File: config.mk
export PLATFORM = sky130hd
export DESIGN_NAME = change_dispenser_flat
export DESIGN_NICKNAME = d
export VERILOG_FILES = /design/src/rtl/change_dispenser_if.sv /design/src/rtl/change_dispenser.sv /design/src/flat_wrapper.sv
export SDC_FILE = /design/constraint.sdc
export NUM_CORES = 1
export LEC_CHECK = 0
export BUFFER_PORTS_ARGS = -buffer_cell sky130_fd_sc_hd__buf_4
export CAP_MARGIN = 20
export CORE_MARGIN = 2
export CORE_UTILIZATION = 58
export DETAILED_ROUTE_END_ITERATION = 8
export PLACE_DENSITY = 0.78
export SYNTH_ARGS = -nofsm -noshare
export SYNTH_HDL_FRONTEND = slang
export SYNTH_SLANG_ARGS = --single-unit
File: constraint.sdc
create_clock -name clk -period 3.18 [get_ports clk]
set_input_delay 0.636 -clock clk [delete_from_list [all_inputs] [get_ports clk]]
set_output_delay 0.636 -clock clk [all_outputs]
set_load 0.01 [all_outputs]
File: src/rtl/change_dispenser_if.sv
`default_nettype none
// ----------------------------------------------------------------------------
// change_dispenser_if
//   Request strobes in, actuator pulses and status out.
//   Revision: 1.0
// ----------------------------------------------------------------------------
interface change_dispenser_if #(
  parameter int TOTAL_W = 8
);
  logic [1:0]         coin_out;
  logic               soda;
  logic               eject_1;
  logic               eject_2;
  logic               soda_gate;
  logic               busy;
  logic               overflow;
  logic [TOTAL_W-1:0] dispensed_total;

  modport master (
    output coin_out, soda,
    input  eject_1, eject_2, soda_gate, busy, overflow, dispensed_total
  );

  modport slave (
    input  coin_out, soda,
    output eject_1, eject_2, soda_gate, busy, overflow, dispensed_total
  );
endinterface
`default_nettype wire

File: src/rtl/change_dispenser.sv
`default_nettype none
// ----------------------------------------------------------------------------
// change_dispenser
//   Buffers coin/soda strobes and drives fixed-width actuator pulses.
//   Revision: 1.0
// ----------------------------------------------------------------------------
module change_dispenser #(
  parameter int PULSE_LEN  = 4,
  parameter int GAP_LEN    = 2,
  parameter int FIFO_DEPTH = 4,
  parameter int TOTAL_W    = 8
) (
  input  wire logic          clk,
  input  wire logic          reset,
  change_dispenser_if.slave  bus
);

  localparam int c_PTR_W   = $clog2(FIFO_DEPTH);
  localparam int c_CNT_MAX = (PULSE_LEN > GAP_LEN) ? PULSE_LEN : GAP_LEN;
  localparam int c_CNT_W   = (c_CNT_MAX > 1) ? $clog2(c_CNT_MAX) : 1;
  localparam logic [c_CNT_W-1:0] c_PULSE_INIT = c_CNT_W'(PULSE_LEN - 1);
  localparam logic [c_CNT_W-1:0] c_GAP_INIT   = c_CNT_W'((GAP_LEN > 0) ? GAP_LEN - 1 : 0);
  localparam logic [c_PTR_W:0]   c_FULL       = (c_PTR_W + 1)'(FIFO_DEPTH);

  typedef enum logic [1:0] {
    S_IDLE = 2'd0,
    S_FIRE = 2'd1,
    S_GAP  = 2'd2
  } state_t;

  state_t               r_state;
  logic [c_CNT_W-1:0]   r_cnt;
  logic [2:0]           r_job;
  logic [TOTAL_W-1:0]   r_total;
  logic                 r_overflow;

  logic [2:0]           r_mem [FIFO_DEPTH];
  logic [c_PTR_W-1:0]   r_wr_ptr;
  logic [c_PTR_W-1:0]   r_rd_ptr;
  logic [c_PTR_W:0]     r_count;

  logic [1:0]           w_coin;
  logic [2:0]           w_entry;
  logic                 w_push_req;
  logic                 w_pop;
  logic                 w_push;
  logic [1:0]           w_coin_val;
  logic [TOTAL_W+1:0]   w_sum;
  logic [TOTAL_W-1:0]   w_total_next;
  logic                 w_fire;

  // Reserved coin code 11 carries no coin, but a simultaneous soda still counts.
  assign w_coin     = (bus.coin_out == 2'b11) ? 2'b00 : bus.coin_out;
  assign w_entry    = {bus.soda, w_coin};
  assign w_push_req = |w_entry;
  assign w_pop      = (r_state == S_IDLE) && (r_count != '0);
  assign w_push     = w_push_req && ((r_count != c_FULL) || w_pop);

  assign w_coin_val   = (r_job[1:0] == 2'b01) ? 2'd1 :
                        (r_job[1:0] == 2'b10) ? 2'd2 : 2'd0;
  assign w_sum        = {2'b00, r_total} + {{TOTAL_W{1'b0}}, w_coin_val};
  assign w_total_next = (|w_sum[TOTAL_W+1:TOTAL_W]) ? {TOTAL_W{1'b1}} : w_sum[TOTAL_W-1:0];

  always_ff @(posedge clk) begin
    if (w_push) begin
      r_mem[r_wr_ptr] <= w_entry;
    end
  end

  always_ff @(posedge clk or negedge reset) begin
    if (!reset) begin
      r_wr_ptr   <= '0;
      r_rd_ptr   <= '0;
      r_count    <= '0;
      r_overflow <= 1'b0;
    end else begin
      if (w_push) begin
        r_wr_ptr <= r_wr_ptr + 1'b1;
      end
      if (w_pop) begin
        r_rd_ptr <= r_rd_ptr + 1'b1;
      end
      case ({w_push, w_pop})
        2'b10:   r_count <= r_count + 1'b1;
        2'b01:   r_count <= r_count - 1'b1;
        default: r_count <= r_count;
      endcase
      if (w_push_req && !w_push) begin
        r_overflow <= 1'b1;
      end
    end
  end

  always_ff @(posedge clk or negedge reset) begin
    if (!reset) begin
      r_state <= S_IDLE;
      r_cnt   <= '0;
      r_job   <= '0;
      r_total <= '0;
    end else begin
      case (r_state)
        S_IDLE: begin
          if (w_pop) begin
            r_job   <= r_mem[r_rd_ptr];
            r_cnt   <= c_PULSE_INIT;
            r_state <= S_FIRE;
          end
        end
        S_FIRE: begin
          if (r_cnt != '0) begin
            r_cnt <= r_cnt - 1'b1;
          end else begin
            r_total <= w_total_next;
            if (GAP_LEN == 0) begin
              r_state <= S_IDLE;
            end else begin
              r_cnt   <= c_GAP_INIT;
              r_state <= S_GAP;
            end
          end
        end
        S_GAP: begin
          if (r_cnt != '0) begin
            r_cnt <= r_cnt - 1'b1;
          end else begin
            r_state <= S_IDLE;
          end
        end
        default: begin
          r_state <= S_IDLE;
        end
      endcase
    end
  end

  // Actuators decode only from registers so they cannot glitch on input activity.
  assign w_fire              = (r_state == S_FIRE);
  assign bus.eject_1         = w_fire && (r_job[1:0] == 2'b01);
  assign bus.eject_2         = w_fire && (r_job[1:0] == 2'b10);
  assign bus.soda_gate       = w_fire && r_job[2];
  assign bus.busy            = (r_state != S_IDLE) || (r_count != '0);
  assign bus.overflow        = r_overflow;
  assign bus.dispensed_total = r_total;

endmodule
`default_nettype wire

File: src/flat_wrapper.sv
// flat-port wrapper written by rule: the top's interface ports become plain ports
module change_dispenser_flat 
#(
  parameter int PULSE_LEN  = 4,
  parameter int GAP_LEN    = 2,
  parameter int FIFO_DEPTH = 4,
  parameter int TOTAL_W    = 8
)
  (clk, reset, bus_coin_out, bus_soda, bus_eject_1, bus_eject_2, bus_soda_gate, bus_busy, bus_overflow, bus_dispensed_total);
  change_dispenser_if #(.TOTAL_W(TOTAL_W)) bus_i ();
  input  wire logic clk;
  input  wire logic reset;
  input wire logic [$bits(bus_i.coin_out)-1:0] bus_coin_out;
  input wire logic [$bits(bus_i.soda)-1:0] bus_soda;
  output wire logic [$bits(bus_i.eject_1)-1:0] bus_eject_1;
  output wire logic [$bits(bus_i.eject_2)-1:0] bus_eject_2;
  output wire logic [$bits(bus_i.soda_gate)-1:0] bus_soda_gate;
  output wire logic [$bits(bus_i.busy)-1:0] bus_busy;
  output wire logic [$bits(bus_i.overflow)-1:0] bus_overflow;
  output wire logic [$bits(bus_i.dispensed_total)-1:0] bus_dispensed_total;
  assign bus_i.coin_out = bus_coin_out;
  assign bus_i.soda = bus_soda;
  assign bus_eject_1 = bus_i.eject_1;
  assign bus_eject_2 = bus_i.eject_2;
  assign bus_soda_gate = bus_i.soda_gate;
  assign bus_busy = bus_i.busy;
  assign bus_overflow = bus_i.overflow;
  assign bus_dispensed_total = bus_i.dispensed_total;
  change_dispenser #(.PULSE_LEN(PULSE_LEN), .GAP_LEN(GAP_LEN), .FIFO_DEPTH(FIFO_DEPTH), .TOTAL_W(TOTAL_W)) u_core (.clk(clk), .reset(reset), .bus(bus_i));
endmodule
==> run metrics, run 1 <==
commonest non-fill, non-tap cells in the layout 23 x dfrtp_1, 18 x nand2_1, 17 x buf_4; CTS max path bufs 2; multiplexer area fraction after synthesis 0.06960; Final Cell Area between 2000 and 2500 µm²; commonest non-fill, non-tap cell in the layout dfrtp_1; dpl cell area 2056 µm²; Final setup viols 0; TNS Setup 0 ns; complex-gate fraction of the synthesized area 0.09980; drt via density 5.364; post-synthesis adder-cell area fraction 0.1064; post-synth top area cell dfrtp_1; first-pass GRT wire length 5.492 mm; Die Wd 61.32 µm; Clock Tree Root clkbuf_4; Lkg Pwr around 0.92 nW; I/O pins 18; ANT cells 0; Slew headroom 0.6914; Avg Inst Size Synth 10.83 µm²; row count 20; Synth Area in Simple Gates 0.1655; Detailed Place HPWL around 2.4 mm; Post-Place Cells about 230; share of layout cells above drive strength 1 0.1538; non-filler instance count after layout 239; Peak Freq 425.2 MHz; Slew Viols, Final 0; Fin Clk Skew 0.005758 ns; Routed WL 3.144 mm; largest family of logic cells by synthesized area simple AND/OR/NAND/NOR gates; Post-CTS Repair Setup Buffers 0; post_cts resized 0; FILL cells 252; Fin. Hold Viols 0; CTS tree built; cell breakdown of the critical path inv_1, ha_1, nor2b_1, nand2_1, fa_1, nor2_1, o21ai_0, o211ai_1, o2111ai_1; Critical Path RT 3.38 ns; MaxCap Viol Count 0; register area share after synthesis 0.4911; CP arrival ~2.6 ns; ys flop type dfrtp_1; clk slew on worst S/H paths 0.10 ns; Post-synth EDFFs 12; Worst-Margin Slew 0.4594 ns; Synth async-reset ratio 0.6571; RSZ-0062 raised after global routing no; cell count after synthesis 176; vias post-DR between 1000 and 1500; Synth Area in XOR/XNOR 0.02298; Hold Buf Count CTS 0; # port buffers 17; initial antenna violation count 0; Hold Path Class input pin to async pin; Routed Antenna Nets 0; vias in the first global route 1297; flops & latches, synth 35; grt ovf 0; area delta synth->final 10.51%; status finished, final reports clean; Die Area roughly 3800 µm²; Synth top area share 0.3020; CP endpoint kind flip-flop; critical path class flip-flop to flip-flop; WL/cell about 13 µm; Remaining DRCs 0; GPL Wtd Cong 0.8412; 1st-iter DRT viols 74; pwr dens 880.5 nW/µm²; clock sink count 35; minimum clock period 2.352 ns; top cells by area, synth dfrtp_1 30%, edfxtp_1 19%, ha_1 8.5%, a21oi_1 3.7%, nand2_1 3.5%; worst-path maximum fanout 10; clock latency on the worst-skew pair 0.33 ns; synth unique cells 39; H-Tree Depth 2; Crit-path slowest cell dfrtp_1; drt pass-1 iters 4; Max rail drop VDD 0.0004041 V; slowest stage delay, CP 0.43 ns; crit path launch type flip-flop; Final Cycle Share 0.7396; syn_nets 196; nets@finish between 200 and 250; largest net degree at the start of global routing 24; Synth Cell Area 1906 µm²; YS warnings 0; Core ar. roughly 3100 µm²; GR Util All Layers 0.2002; TritonCTS buffer count 5; initial core utilization 0.6191; die height 61.32 µm
## where the power goes
part / total, mW / leakage [nW] / internal [mW] / switching, mW
Combinational: 0.836 / 0.498 / 0.404 / 0.431
Sequential: 0.796 / 0.392 / 0.644 / 0.152
Clock: 0.222 / 0.0293 / 0.0861 / 0.136
Total: 1.85 / 0.920 / 1.13 / 0.720
## final timing paths
check | start | to | slack [ns] | depth (start not counted)
min reg2reg | u_core.r_job[2] | u_core.r_job[2] | 0.49 | 2
min in group clk | u_core.r_job[2] | u_core.r_job[2] | 0.49 | 2
max | u_core.r_state[0] | u_core.r_count[2] | 0.83 | 9
max reg2reg | u_core.r_state[0] | u_core.r_count[2] | 0.83 | 9
max in group asynchronous | reset | u_core.bus.dispensed_total[4] | 2.77 | 1
min | reset | u_core.r_state[0] | 0.18 | 1
## worst max-delay path: cells and delay by family, from the launching register on
family                   cells  cell delay, ns
adder cells (fa/ha/maj)      2            0.76
flip-flops                   1            0.43
AO/OA/AOI/OAI                3            0.38
buffers and inverters        1            0.12
AND/OR/NAND/NOR              3            0.53
## state kept, by name, indices dropped and copies added, names as in the netlist
| register | flops |
|---|---|
| u_core.bus.dispensed_total | 8 |
| u_core.bus.overflow | 1 |
| u_core.r_cnt | 2 |
| u_core.r_count | 3 |
| u_core.r_job | 3 |
| u_core.r_mem | 12 |
| u_core.r_rd_ptr | 2 |
| u_core.r_state | 2 |
| u_core.r_wr_ptr | 2 |
## final cells by class
type	count	area (µm²)	area share
timing repair buffer	17	127.6	0.06061
sequential	35	935.9	0.4444
clock buffer	7	45.04	0.02139
multi-input combinational	121	884.6	0.4201
clock inverter	1	5.005	0.002377
inverter	14	52.55	0.02496
tap	44	55.05	0.02614
## Yosys cell counts, types with 2 or more instances
master,count
and2_1,7
edfxtp_1,12
xnor2_1,4
a41o_1,2
clkbuf_1,3
fa_1,2
mux2_2,4
mux4_2,3
nand2b_1,2
or3_1,3
nor2b_1,8
nor4_1,2
a31oi_1,2
dfrtp_1,23
nor3_1,2
nand2_1,18
inv_1,14
a41oi_1,2
nand3_1,4
o21ai_0,6
nor2_1,8
ha_1,13
a21oi_1,14
mux2i_1,2
and3_1,2
## per-stage QoR
step / setup slack, ns / power, mW / hold slack (ns) / util
final: 0.8281 / 1.854 / 0.1787 / 0.6841
after global routing: 0.6171 / 2.041 / 0.1741 / 0.6841
after CTS: 0.8252 / 1.878 / 0.1705 / 0.6841
after detailed placement: 0.8499 / 1.649 / 0.4680 / 0.6679
after global placement: 0.9774 / 1.598 / 0.4465 / 0.6679
after floorplan: 1.018 / 1.410 / 0.3404 / -
## layer usage
metal / GRT usage / vias up / wire, µm
met5: 0 / - / 0
met4: 0.06522 / 0 / 30
met3: 0.05672 / 6 / 126
met2: 0.3343 / 25 / 1549
met1: 0.2528 / 600 / 1438
li1: - / 651 / -
## kinds of logic (layout without fill, tap and decap cells)
group / after synthesis / count (layout)
buffers and inverters: 20 / 39
and+or+nand+nor: 61 / 61
AOI/OAI and AO/OA: 31 / 31
DFF: 35 / 35
xor gates and xnor gates: 5 / 5
adders and majority gates: 15 / 15
muxes: 9 / 9
Note: power is estimated with default switching activity, not from simulation.
==> inputs of run 2 (changes only) <==
==> constraint.sdc (replaced) <==
create_clock -name clk -period 2.36 [get_ports clk]
set_input_delay 0.472 -clock clk [delete_from_list [all_inputs] [get_ports clk]]
set_output_delay 0.472 -clock clk [all_outputs]
set_load 0.01 [all_outputs]
==> run metrics, run 2 (synthesized netlist as in run 1, its figures left out) <==
Peak Freq 475.5 MHz (was 425.2 MHz); initial antenna violation count 0 (unchanged); drt via density 5.516 (was 5.364); Place WS 0.2451 ns (was 0.8499 ns); I/O pins 18 (unchanged); grt ovf 0 (unchanged); 1st-iter DRT viols 113 (was 74); first-pass GRT wire length 5.947 mm (was 5.492 mm); critical path class flip-flop to flip-flop (unchanged); WL/cell 14.64 µm (was 13.15 µm); pwr dens 1243 nW/µm² (was 880.5 nW/µm²); Final Cell Area 2185 µm² (was 2106 µm²); RSZ-0062 raised after global routing no (unchanged); vias in the first global route 1345 (was 1297); cell breakdown of the critical path nor2b_1, ha_1, inv_1, fa_1, or3_1, o21ai_0, mux2_2 (was inv_1, ha_1, nor2b_1, nand2_1, fa_1, nor2_1, o21ai_0, o211ai_1, o2111ai_1); Post-CTS Repair Setup Buffers 0 (unchanged); worst-path maximum fanout 5 (was 10); area delta synth->final 14.64% (was 10.51%); Routed Antenna Nets 0 (unchanged); die height 61.32 µm (unchanged); clock latency on the worst-skew pair 0.35 ns (was 0.33 ns); # port buffers 17 (unchanged); clk slew on worst S/H paths 0.13 ns (was 0.10 ns); ANT cells 0 (unchanged); Worst-Margin Slew 0.4499 ns (was 0.4594 ns); Slew headroom 0.6990 (was 0.6914); vias post-DR 1346 (was 1282); dpl cell area 2086 µm² (was 2056 µm²); GR Util All Layers 0.2214 (was 0.2002); slowest stage delay, CP 0.45 ns (was 0.43 ns); Core ar. 3078 µm² (unchanged); Fin Clk Skew 0.01919 ns (was 0.005758 ns); initial core utilization 0.6191 (unchanged); CTS tree built (unchanged); WP buf/inv 1 (unchanged); largest net degree at the start of global routing 24 (unchanged); crit path launch type flip-flop (unchanged); commonest non-fill, non-tap cell in the layout dfrtp_1 (unchanged); status finished, final reports clean (unchanged); Fin. Hold Viols 0 (unchanged); minimum clock period 2.103 ns (was 2.352 ns); Max rail drop VDD 0.0007491 V (was 0.0004041 V); Die Wd 61.32 µm (unchanged); Clock Tree Root clkbuf_4 (unchanged); CP arrival 2.39 ns (was 2.55 ns); Final setup viols 0 (unchanged); GPL Wtd Cong 0.9074 (was 0.8412); TNS Setup 0 ns (unchanged); MaxCap Viol Count 0 (unchanged); clock sink count 35 (unchanged); Routed WL 3.571 mm (was 3.144 mm); Remaining DRCs 0 (unchanged); H-Tree Depth 2 (unchanged); Slew Viols, Final 0 (unchanged); CP endpoint kind flip-flop (unchanged); nets@finish 219 (was 214); TritonCTS buffer count 5 (unchanged); CTS max path bufs 2 (unchanged); Crit-path slowest cell fa_1 (was dfrtp_1); Reg with most FFs u_core.r_mem (unchanged); drt pass-1 iters 4 (unchanged); row count 20 (unchanged); Top delay family on crit path adder cells (unchanged); Critical Path RT 2.65 ns (was 3.38 ns); Final Cycle Share 0.8911 (was 0.7396); Die Area 3760 µm² (unchanged); commonest non-fill, non-tap cells in the layout 23 x dfrtp_1, 21 x buf_4, 18 x nand2_1 (was 23 x dfrtp_1, 18 x nand2_1, 17 x buf_4); share of layout cells above drive strength 1 0.1850 (was 0.1538); Hold Path Class input pin to flip-flop (was input pin to async pin); Largest register FFs 12 (unchanged); Detailed Place HPWL 2.713 mm (was 2.385 mm); final worst setup slack 0.2569 ns (was 0.8281 ns); Lkg Pwr 0.9570 nW (was 0.9200 nW)
-- run 2: layout make-up --
type | count | area (µm²)
Clock inverter | 3 | 46.29
Timing Repair Buffer | 22 | 167.7
Inverter | 14 | 52.55
Multi-Input combinational cell | 121 | 889.6
Sequential cell | 35 | 935.9
Fill cell | 228 | 893.4
Clock buffer | 5 | 37.54
Tap cell | 44 | 55.05
-- run 2: power by group --
group / internal, mW / switching [mW]
clock network: 0.226 / 0.220
registers: 0.867 / 0.212
logic: 0.579 / 0.612
total: 1.67 / 1.04
-- run 2: repair_timing --
item	4_1_cts	5_1_grt
setup endpoints to repair	0	1
hold buffers	1	0
endpoints found under the hold margin	7	0
gates resized for setup	0	1
-- run 2: per-stage QoR --
step | power (mW) | cells | util | hold WS, ns
after floorplan | 1.900 | 176 | - | 0.1764
after global placement | 2.196 | 235 | 0.6776 | 0.3840
after detailed placement | 2.281 | 235 | 0.6776 | 0.3854
after CTS | 2.733 | 244 | 0.7081 | 0.3525
after global routing | 2.953 | 244 | 0.7098 | 0.3525
final | 2.717 | 244 | 0.7098 | 0.3726
-- run 2: metal layers --
metal	vias to the layer above	track usage	wire length, µm
li1	659	-	-
met1	652	0.2923	1691
met2	26	0.3495	1684
met3	9	0.05462	125
met4	0	0.09317	70
met5	-	0	0
-- run 2: path summary, 6_finish.rpt --
| path | slack [ns] | start | cells past startpoint | endpoint |
|---|---|---|---|---|
| max reg2reg | 0.26 | u_core.r_job[1] | 7 | u_core.bus.dispensed_total[5] |
| max in group asynchronous | 1.56 | reset | 2 | u_core.r_state[1] |
| min reg2reg | 0.48 | u_core.bus.overflow | 1 | u_core.bus.overflow |
| max | 0.26 | u_core.r_job[1] | 7 | u_core.bus.dispensed_total[5] |
| min in group asynchronous | 0.54 | reset | 2 | u_core.r_rd_ptr[1] |
| min | 0.37 | bus_soda | 1 | u_core.r_mem[0][2] |
==> inputs of run 3 (changes only) <==
--- a/config.mk
+++ b/config.mk
@@ -6,11 +6,12 @@
 export NUM_CORES = 1
 export LEC_CHECK = 0
 export BUFFER_PORTS_ARGS = -buffer_cell sky130_fd_sc_hd__buf_4
-export CAP_MARGIN = 20
+export CAP_MARGIN = 40
 export CORE_MARGIN = 2
 export CORE_UTILIZATION = 58
 export DETAILED_ROUTE_END_ITERATION = 8
 export PLACE_DENSITY = 0.78
+export RECOVER_POWER = 25
 export SYNTH_ARGS = -nofsm -noshare
 export SYNTH_HDL_FRONTEND = slang
 export SYNTH_SLANG_ARGS = --single-unit
==> run metrics, run 3 (synthesized netlist as in run 1, its figures left out) <==
Crit-path slowest cell fa_1 (unchanged); cell breakdown of the critical path nor2b_1, ha_1, inv_1, fa_1, or3_1, o21ai_0, mux2_2 (unchanged); CP arrival 2.39 ns (about the same); row count 20 (unchanged); Slew Viols, Final 0 (unchanged); CP endpoint kind flip-flop (unchanged); critical path class flip-flop to flip-flop (unchanged); clock latency on the worst-skew pair 0.35 ns (about the same); post-layout util 0.7061 (was 0.7098); Flop pwr share 0.397 (about the same); GR Util All Layers 0.2214 (unchanged); Hold Path Class input pin to flip-flop (unchanged); first-pass GRT wire length 5.947 mm (unchanged); RSZ-0062 raised after global routing no (unchanged); crit path launch type flip-flop (unchanged); Post-Place Cells 235 (unchanged); grt ovf 0 (unchanged); CTS tree built (unchanged); Logic pwr share 0.439 (about the same); non-filler instance count after layout 244 (unchanged); Fin Clk Skew 0.01960 ns (was 0.01919 ns); initial core utilization 0.6191 (unchanged); 1st-iter DRT viols 100 (was 113); Largest register FFs 12 (unchanged); # port buffers 17 (unchanged); Final Cycle Share 0.8907 (was 0.8911); Core ar. 3078 µm² (unchanged); H-Tree Depth 2 (unchanged); clk slew on worst S/H paths 0.13 ns (about the same); switching pwr 1.043 mW (was 1.044 mW); worst-path maximum fanout 5 (unchanged); Routed WL 3.573 mm (was 3.571 mm); initial antenna violation count 0 (unchanged); switching share of total power 0.3843 (was 0.3842); area delta synth->final 14.05% (was 14.64%); Max rail drop VDD 0.0007452 V (was 0.0007491 V); Final setup viols 0 (unchanged); slowest stage delay, CP 0.45 ns (about the same); drt via density 5.570 (was 5.516); TritonCTS buffer count 5 (unchanged); status finished, final reports clean (unchanged); Detailed Place HPWL 2.713 mm (unchanged); flop-to-flop setup slack 0.26 ns (about the same); die height 61.32 µm (unchanged); pwr dens 1249 nW/µm² (was 1243 nW/µm²); ANT cells 0 (unchanged); Remaining DRCs 0 (unchanged); cell internal pwr 1.671 mW (was 1.673 mW); Fin. Hold Viols 0 (unchanged); Clock Power Share 0.165 (was 0.164); vias in the first global route 1345 (unchanged); MaxCap Viol Count 0 (unchanged); Die Area 3760 µm² (unchanged); TNS Setup 0 ns (unchanged); I/O pins 18 (unchanged); Slew headroom 0.1590 (was 0.6990); Lkg Pwr 0.9461 nW (was 0.9570 nW); FILL cells 234 (was 228); Die Wd 61.32 µm (unchanged); drt pass-1 iters 4 (unchanged); GPL Wtd Cong 0.9074 (unchanged); WL/cell 14.64 µm (about the same); vias post-DR 1359 (was 1346); Worst-Margin Slew 1.262 ns (was 0.4499 ns); Critical Path RT 2.65 ns (about the same); largest net degree at the start of global routing 24 (unchanged); CTS max path bufs 2 (unchanged); nets@finish 219 (unchanged); Clock Tree Root clkbuf_4 (unchanged); Routed Antenna Nets 0 (unchanged); minimum clock period 2.102 ns (was 2.103 ns); commonest non-fill, non-tap cell in the layout dfrtp_1 (unchanged); Reg with most FFs u_core.r_mem (unchanged); share of layout cells above drive strength 1 0.1700 (was 0.1850); commonest non-fill, non-tap cells in the layout 23 x dfrtp_1, 18 x nand2_1, 18 x buf_4 (was 23 x dfrtp_1, 21 x buf_4, 18 x nand2_1); Peak Freq 475.7 MHz (was 475.5 MHz); clock sink count 35 (unchanged)
[run 3: cell count changes in the layout (fill, tap and decap cells not counted), sizes merged]
| cell | delta |
|---|---|
| buf | -3 |
| clkbuf | +3 |
[run 3: what timing repair did]
action	in CTS	in global routing
resized for setup	0	1
hold buffers	1	0
setup buffers	0	0
endpoints found under the hold margin	7	0
setup endpoints to repair	0	1
[run 3: final timing paths]
kind | start | endpoint | depth (start not counted)
setup / recovery | u_core.r_job[1] | u_core.bus.dispensed_total[5] | 7
hold / removal | bus_coin_out[1] | u_core.r_mem[1][0] | 2
setup reg to reg | u_core.r_job[1] | u_core.bus.dispensed_total[5] | 7
hold reg to reg | u_core.bus.overflow | u_core.bus.overflow | 1
max in group asynchronous | reset | u_core.r_state[1] | 2
min in group asynchronous | reset | u_core.r_rd_ptr[1] | 2
[run 3: layer usage]
metal | vias up | track usage | wire [µm]
met3 | 9 | 0.05462 | 120
met2 | 25 | 0.3495 | 1687
met4 | 0 | 0.09317 | 70
li1 | 661 | - | -
met5 | - | 0 | 0
met1 | 664 | 0.2923 | 1696
[run 3: worst max-delay path: cells and delay by family, from the launching register on]
| family | cells | cell delay [ns] |
|---|---|---|
| buf+inv | 1 | 0.06 |
| mux | 1 | 0.16 |
| fa+ha+maj | 2 | 0.65 |
| simple gates | 2 | 0.61 |
| compound gates | 1 | 0.15 |
| flops | 1 | 0.43 |
[run 3: layout make-up]
| class | instances | area, µm² | share of cell area |
|---|---|---|---|
| multi-input cells | 121 | 889.6 | 0.4093 |
| flip-flops and latches | 35 | 935.9 | 0.4306 |
| clock inverters | 3 | 46.29 | 0.02130 |
| clock buffers | 5 | 37.54 | 0.01727 |
| inverters | 14 | 52.55 | 0.02418 |
| repair buffers | 22 | 156.4 | 0.07196 |
| well taps | 44 | 55.05 | 0.02533 |
[run 3: power groups by stage]
stage               clock, mW  sequential [mW]  combinational (mW)
floorplan                   0             1.02               0.876
global placement            0             1.07                1.13
detailed placement          0             1.09                1.19
CTS                     0.460             1.08                1.20
global route            0.489             1.11                1.35
finish                  0.446             1.08                1.19
[run 3: per-stage QoR]
| step | power, mW | hold slack, ns | worst slack, ns | instance area [µm²] |
|---|---|---|---|---|
| floorplan | 1.900 | 0.1764 | 0.1984 | 1906 |
| global placement | 2.196 | 0.3840 | 0.3540 | 2086 |
| detailed placement | 2.281 | 0.3854 | 0.2451 | 2086 |
| CTS | 2.733 | 0.3525 | 0.1959 | 2180 |
| global route | 2.951 | 0.4546 | 0.1142 | 2173 |
| finish | 2.713 | 0.4676 | 0.2578 | 2173 |
